<file path="src/rtl/uart_tx_arbiter.sv">
// Round-robin arbiter that merges NUM_PORTS source FIFOs into one transmitter FIFO interface,
// sending at most MAX_BURST words from a source before re-arbitrating.
module uart_tx_arbiter #(
   parameter int WORD_WIDTH = 8,
   parameter int NUM_PORTS  = 4,
   parameter int MAX_BURST  = 16,
   localparam int PTR_W     = $clog2(NUM_PORTS),
   localparam int BC_W      = $clog2(MAX_BURST + 1)
) (
   input  logic                            clk,
   input  logic                            rst,
   input  logic [NUM_PORTS-1:0]            port_enable,
   input  logic [NUM_PORTS-1:0]            src_empty,
   input  logic [NUM_PORTS*WORD_WIDTH-1:0] src_din,
   output logic [NUM_PORTS-1:0]            src_re,
   input  logic                            tx_re,
   output logic                            tx_empty,
   output logic [WORD_WIDTH-1:0]           tx_din,
   output logic [NUM_PORTS-1:0]            grant,
   output logic [BC_W-1:0]                 burst_count,
   output logic [1:0]                      state_dbg
);

   // FIFO-style handshake on both sides: a read (re high while empty low) is accepted on the
   // rising edge, and the word it fetches is presented on the data lines during the next cycle.
   typedef enum logic [1:0] {
      ARB   = 2'd0,
      GRANT = 2'd1,
      DATA  = 2'd2
   } state_t;

   state_t             state;
   state_t             state_n;
   logic [PTR_W-1:0]   ptr;
   logic [PTR_W-1:0]   g;
   logic               has_grant;

   logic [NUM_PORTS-1:0] eligible;
   logic [NUM_PORTS-1:0] g_onehot;
   logic [PTR_W-1:0]     sel;
   logic [PTR_W-1:0]     ptr_after_g;
   logic                 found;
   logic                 g_empty;
   logic                 load_g;
   logic                 inc_burst;
   logic                 release_g;
   logic [WORD_WIDTH-1:0] din_sel;

   assign eligible    = port_enable & ~src_empty;
   assign g_onehot    = {{(NUM_PORTS-1){1'b0}}, 1'b1} << g;
   assign g_empty     = src_empty[g] | ~port_enable[g];
   assign ptr_after_g = (g == PTR_W'(NUM_PORTS - 1)) ? '0 : g + 1'b1;
   assign state_dbg   = state;

   // First eligible index at or after ptr, wrapping around.
   always_comb begin
      int unsigned idx;
      found = 1'b0;
      sel   = ptr;
      idx   = 0;
      for (int i = 0; i < NUM_PORTS; i++) begin
         idx = int'(ptr) + i;
         if (idx >= NUM_PORTS) idx = idx - NUM_PORTS;
         if (!found && eligible[PTR_W'(idx)]) begin
            found = 1'b1;
            sel   = PTR_W'(idx);
         end
      end
   end

   always_comb begin
      din_sel = '0;
      for (int i = 0; i < NUM_PORTS; i++) begin
         if (PTR_W'(i) == g) din_sel = src_din[i*WORD_WIDTH +: WORD_WIDTH];
      end
   end

   assign tx_din = has_grant ? din_sel : '0;

   always_comb begin
      state_n   = state;
      grant     = '0;
      tx_empty  = 1'b1;
      src_re    = '0;
      load_g    = 1'b0;
      inc_burst = 1'b0;
      release_g = 1'b0;
      case (state)
         ARB: begin
            if (found) begin
               load_g  = 1'b1;
               state_n = GRANT;
            end
         end
         GRANT: begin
            grant    = g_onehot;
            tx_empty = g_empty;
            if (g_empty) begin
               release_g = 1'b1;
               state_n   = ARB;
            end else if (tx_re) begin
               src_re    = g_onehot;
               inc_burst = 1'b1;
               state_n   = DATA;
            end
         end
         DATA: begin
            grant = g_onehot;
            if (burst_count == BC_W'(MAX_BURST)) begin
               release_g = 1'b1;
               state_n   = ARB;
            end else begin
               state_n = GRANT;
            end
         end
         default: state_n = ARB;
      endcase
   end

   always_ff @(posedge clk) begin
      if (rst) begin
         state       <= ARB;
         ptr         <= '0;
         g           <= '0;
         burst_count <= '0;
         has_grant   <= 1'b0;
      end else begin
         state <= state_n;
         if (load_g) begin
            g           <= sel;
            burst_count <= '0;
            has_grant   <= 1'b1;
         end
         if (inc_burst) burst_count <= burst_count + 1'b1;
         if (release_g) ptr <= ptr_after_g;
      end
   end

endmodule

</file>
<file path="config.mk">
export PLATFORM = sky130hd
export DESIGN_NAME = uart_tx_arbiter
export DESIGN_NICKNAME = d
export VERILOG_FILES = /design/src/rtl/uart_tx_arbiter.sv
export SDC_FILE = /design/constraint.sdc
export NUM_CORES = 1
export LEC_CHECK = 0
export CAP_MARGIN = 10
export CORE_AREA = 2 2 60 62
export CTS_CLUSTER_DIAMETER = 80
export DETAILED_ROUTE_END_ITERATION = 12
export DIE_AREA = 0 0 62 64
export GPL_TIMING_DRIVEN = 0
export MAX_ROUTING_LAYER = met4
export PLACE_DENSITY = 0.78
export SYNTH_ARGS = -nofsm -noshare
export SYNTH_HDL_FRONTEND = slang
export SYNTH_SLANG_ARGS = --single-unit
</file>
<file path="constraint.sdc">
create_clock -name clk -period 2.1 [get_ports clk]
set_input_delay 0.42 -clock clk [delete_from_list [all_inputs] [get_ports clk]]
set_output_delay 0.42 -clock clk [all_outputs]
set_load 0.005 [all_outputs]
</file>
==> out/results.env <==
PATH_MAX_FANOUT=6
CP.ARRIVAL_NS=1.87
RUN_STATUS='finished with violations'
SYNTH.AVG_CELL_AREA_SQ_UM=7.99
DIE-WIDTH_MICRONS=62
POSTSYNTHNETCOUNT=212
SYN_INST=159
DOMINANTREGCELLSYNTH='dfxtp_1'
LAYOUT.CELL_AREA.NON_FILLER_SQ_MM=0.00239
CLOCKROOTBUFFER='clkbuf_4'
WORSTMARGINPINSLEW_NS=0.544
VIOLATED_CHECKS='negative setup slack'
TIMING.FMAX_MHz=436
SYNTH-ADDER-AREA-SHARE=0.0985
ROUTED_WL_MICRONS=4710
PLACE.GP.CONGESTION=0.822
RELSLEWSLACK=0.636
PLACEABLECOREAREA_SQ_MM=0.00328
CAP_VIOL_MAX_COUNT=0
POST_ROUTE_CELLS_DRIVE_ABOVE_1_SHARE=0.340
REQUIRED_NS=1.68
FINALNETCOUNT=305
ENDPOINT_KIND='primary output'
FP.DIEH_MICRONS=64
AREA_GROWTH_SYN_TO_LAYOUT_PCT=88.3
SYNTH-SIMPLE-AREA-SHARE=0.261
NETSWITCHINGPOWER_W=0.000406
CP-START-KIND='register'
INITIAL_UTILIZATION=0.387
P_PER_AREA_mW_PER_MM2=471
FINALMAXSLEWVIOLATIONS=0
POST_SYNTHESIS_COMPOUND_GATE_AREA_FRACTION=0.305
CLK_PIN_SLEW_WORST_PATHS_NS=0.08
RSZ0062_AT_GRT='yes'
POST-DP-HPWL_MICRONS=2990
ANTENNA_CELLS_INSERTED=0
ROUTED-VIA-COUNT=1619
GLOBALROUTETOTALUTIL=0.233
FINAL_CRITICAL_PATH_REQUIRED_PERIOD_NS=2.29
YOSYS_WARNINGS=0
CLK-INSERTION-DELAY-LATE_NS=0.28
VIAS_IN_THE_FIRST_GLOBAL_ROUTE=1549
FIRSTDRTPASSITERS=4
FINALSETUPVIOLATIONS=12
POWER.LEAKAGE_nW=1.04
GRT_OVF=0
DIE-AREA_SQ_MM=0.00397
CTS_MADE_BUFFERS=3
FINAL-HOLD-VIOLATION-COUNT=0
POST-LAYOUT-TOTAL-POWER_W=0.00113
CTS_MAX_PATH_BUFFERS=2
MOST-COMMON-LAYOUT-CELLS='clkdlybuf4s50_1, buf_4, nand2_1'
MUXSHAREOFSYNTHAREA=0.0680
POWER.INTERNAL_W=0.000719
SEQUENTIAL_FRACTION_OF_DESIGN_POWER=0.238
ROUTE.DETAILED.DRC=0
WIRE_LENGTH_PER_CELL_MICRONS=15.9
SYNTH_EDF_COUNT=0
SYNTHXORXNORAREAFRAC=0
YOSYSSEQAREASHARE=0.189
PIN_COUNT_OF_THE_BIGGEST_NET_ENTERING_GLOBAL_ROUTING=12
GLOBAL_ROUTE_WIRE_LENGTH_BEFORE_REPAIR_MICRONS=6890
FIN_CRIT_SH=1.09
CTS.SINKS=12
PLACE_AREA_SQ_MM=0.00199
SWITCHING_SHARE=0.361
POSTLAYOUTSETUPSLACKWORST_NS=-0.194
NUMBER_OF_BUFFERS_ADDED_ON_PORTS=66
HOLD_PATH.CLASS='register to register'
TRITONCTS_CLOCK_TREE='yes'
POWER.SHARE.CLOCK=0.132
H-TREE-DEPTH=1
ANTENNA_VIOLATIONS_BEFORE_REPAIR=0
FINAL_COMMON_CELL='clkdlybuf4s50_1'
ASYNCSETRESETFLOPFRACSYNTH=0
WHS_NS=0.498
ANT_NETS=0
DRT-INITIAL-DRC-COUNT=110
VIA_DENSITY_PER_INSTANCE=5.47
SYNTH_TOP_FAMILY_BY_AREA='compound AO/OA/AOI/OAI gates'
SYNTH-SEQ-CELLS=12
NUM_ROWS=21
CLOCK-SKEW-FINAL_NS=0.00811
COMBPWRFRAC=0.630
IR_WORST_VDD_mV=0.332
SYNTH_CELL_TYPES=42
MAPPEDNETLISTAREA_SQ_MM=0.00127
FLOORPLAN.IO_PINS=67
CRIT_PATH_KIND='register to primary output'
CTS_HOLD_BUFFERS=0
-- layout make-up --
class,instances,area [sq um]
Multi-Input combinational cell,121,1080
Sequential cell,12,253
Fill cell,255,893
Inverter,17,73.8
Tap cell,46,57.6
Timing Repair Buffer,91,836
Clock buffer,3,22.5
Buffer,6,68.8
-- worst paths after layout --
kind | to | cells past startpoint | from | slack (ns)
setup reg to reg | ptr[0]$_SDFFE_PP0P_ | 7 | g[1]$_SDFFE_PP0P_ | 0.19
setup / recovery | tx_din[7] | 9 | g[0]$_SDFFE_PP0P_ | -0.19
hold / removal | state_dbg[0]$_SDFFE_PP0P_ | 2 | state_dbg[0]$_SDFFE_PP0P_ | 0.50
hold reg to reg | state_dbg[0]$_SDFFE_PP0P_ | 2 | state_dbg[0]$_SDFFE_PP0P_ | 0.50
-- critical path, cell delays in order (launching register included) --
cell	delay, ns
dfxtp_4	0.38
inv_6	0.07
ha_4	0.14
nor2b_4	0.15
buf_6	0.14
buf_6	0.10
a221oi_2	0.05
a211o_1	0.29
a21oi_2	0.13
buf_2	0.15
-- timing repair --
action / CTS / global route
endpoints found under the setup margin: 17 / 15
gates resized for setup: 101 / 30
pin swaps: 15 / 11
setup buffers: 18 / 7
cloned: 0 / 0
-- power by group through the flow --
stage / combinational (W) / clock, W / sequential (W)
after floorplan: 0.000279 / 0 / 0.000262
after global placement: 0.000495 / 0 / 0.000264
after detailed placement: 0.000498 / 0 / 0.000264
after CTS: 0.000605 / 0.000150 / 0.000266
after global routing: 0.000760 / 0.000163 / 0.000270
final: 0.000709 / 0.000149 / 0.000267
-- synthesized netlist by cell type, types with 4 or more instances --
cell type,instances,share of area
clkbuf_1,8,0.024
and2_1,6,0.030
dfxtp_1,12,0.19
nand3_1,4,0.016
o211ai_1,4,0.024
nand2_1,16,0.047
nor2b_4,4,0.043
a221oi_1,8,0.055
inv_1,15,0.044
a21oi_1,14,0.055
nand2b_1,6,0.030
and3_1,4,0.020
ha_1,10,0.099
a211o_1,8,0.055
nor2b_1,4,0.020
-- flip-flops by register name, indices dropped and copies added (netlist names) --
| register | cells |
|---|---|
| g | 2 |
| ptr | 2 |
| state_dbg | 2 |
| burst_count | 5 |
| has_grant | 1 |
-- per-layer routing --
layer	wire length, microns	vias to the layer above	share of wire	GRT usage
li1	-	773	-	-
met1	1780	760	0.38	0.242
met2	2380	75	0.50	0.418
met3	452	11	0.096	0.0486
met4	97	0	0.021	0.0798
met5	0	-	0	-
-- cells by family (layout without fill, tap and decap cells) --
family                     after synthesis  in the layout
and+or+nand+nor                         54             54
DFF                                     12             12
AOI/OAI and AO/OA                       51             51
muxes                                    6              6
adders and majority gates               10             10
buffers and inverters                   26            117
-- stage by stage --
| stage | util | cells | TNS (ns) | worst slack, ns |
|---|---|---|---|---|
| floorplan | - | 159 | 0 | 0.202 |
| global placement | 0.605 | 271 | -8.31 | -0.712 |
| detailed placement | 0.605 | 271 | -8.37 | -0.709 |
| CTS | 0.682 | 289 | -1.29 | -0.149 |
| global route | 0.728 | 296 | -2.27 | -0.245 |
| finish | 0.728 | 296 | -1.47 | -0.194 |
(Power assumes the default switching activity.)
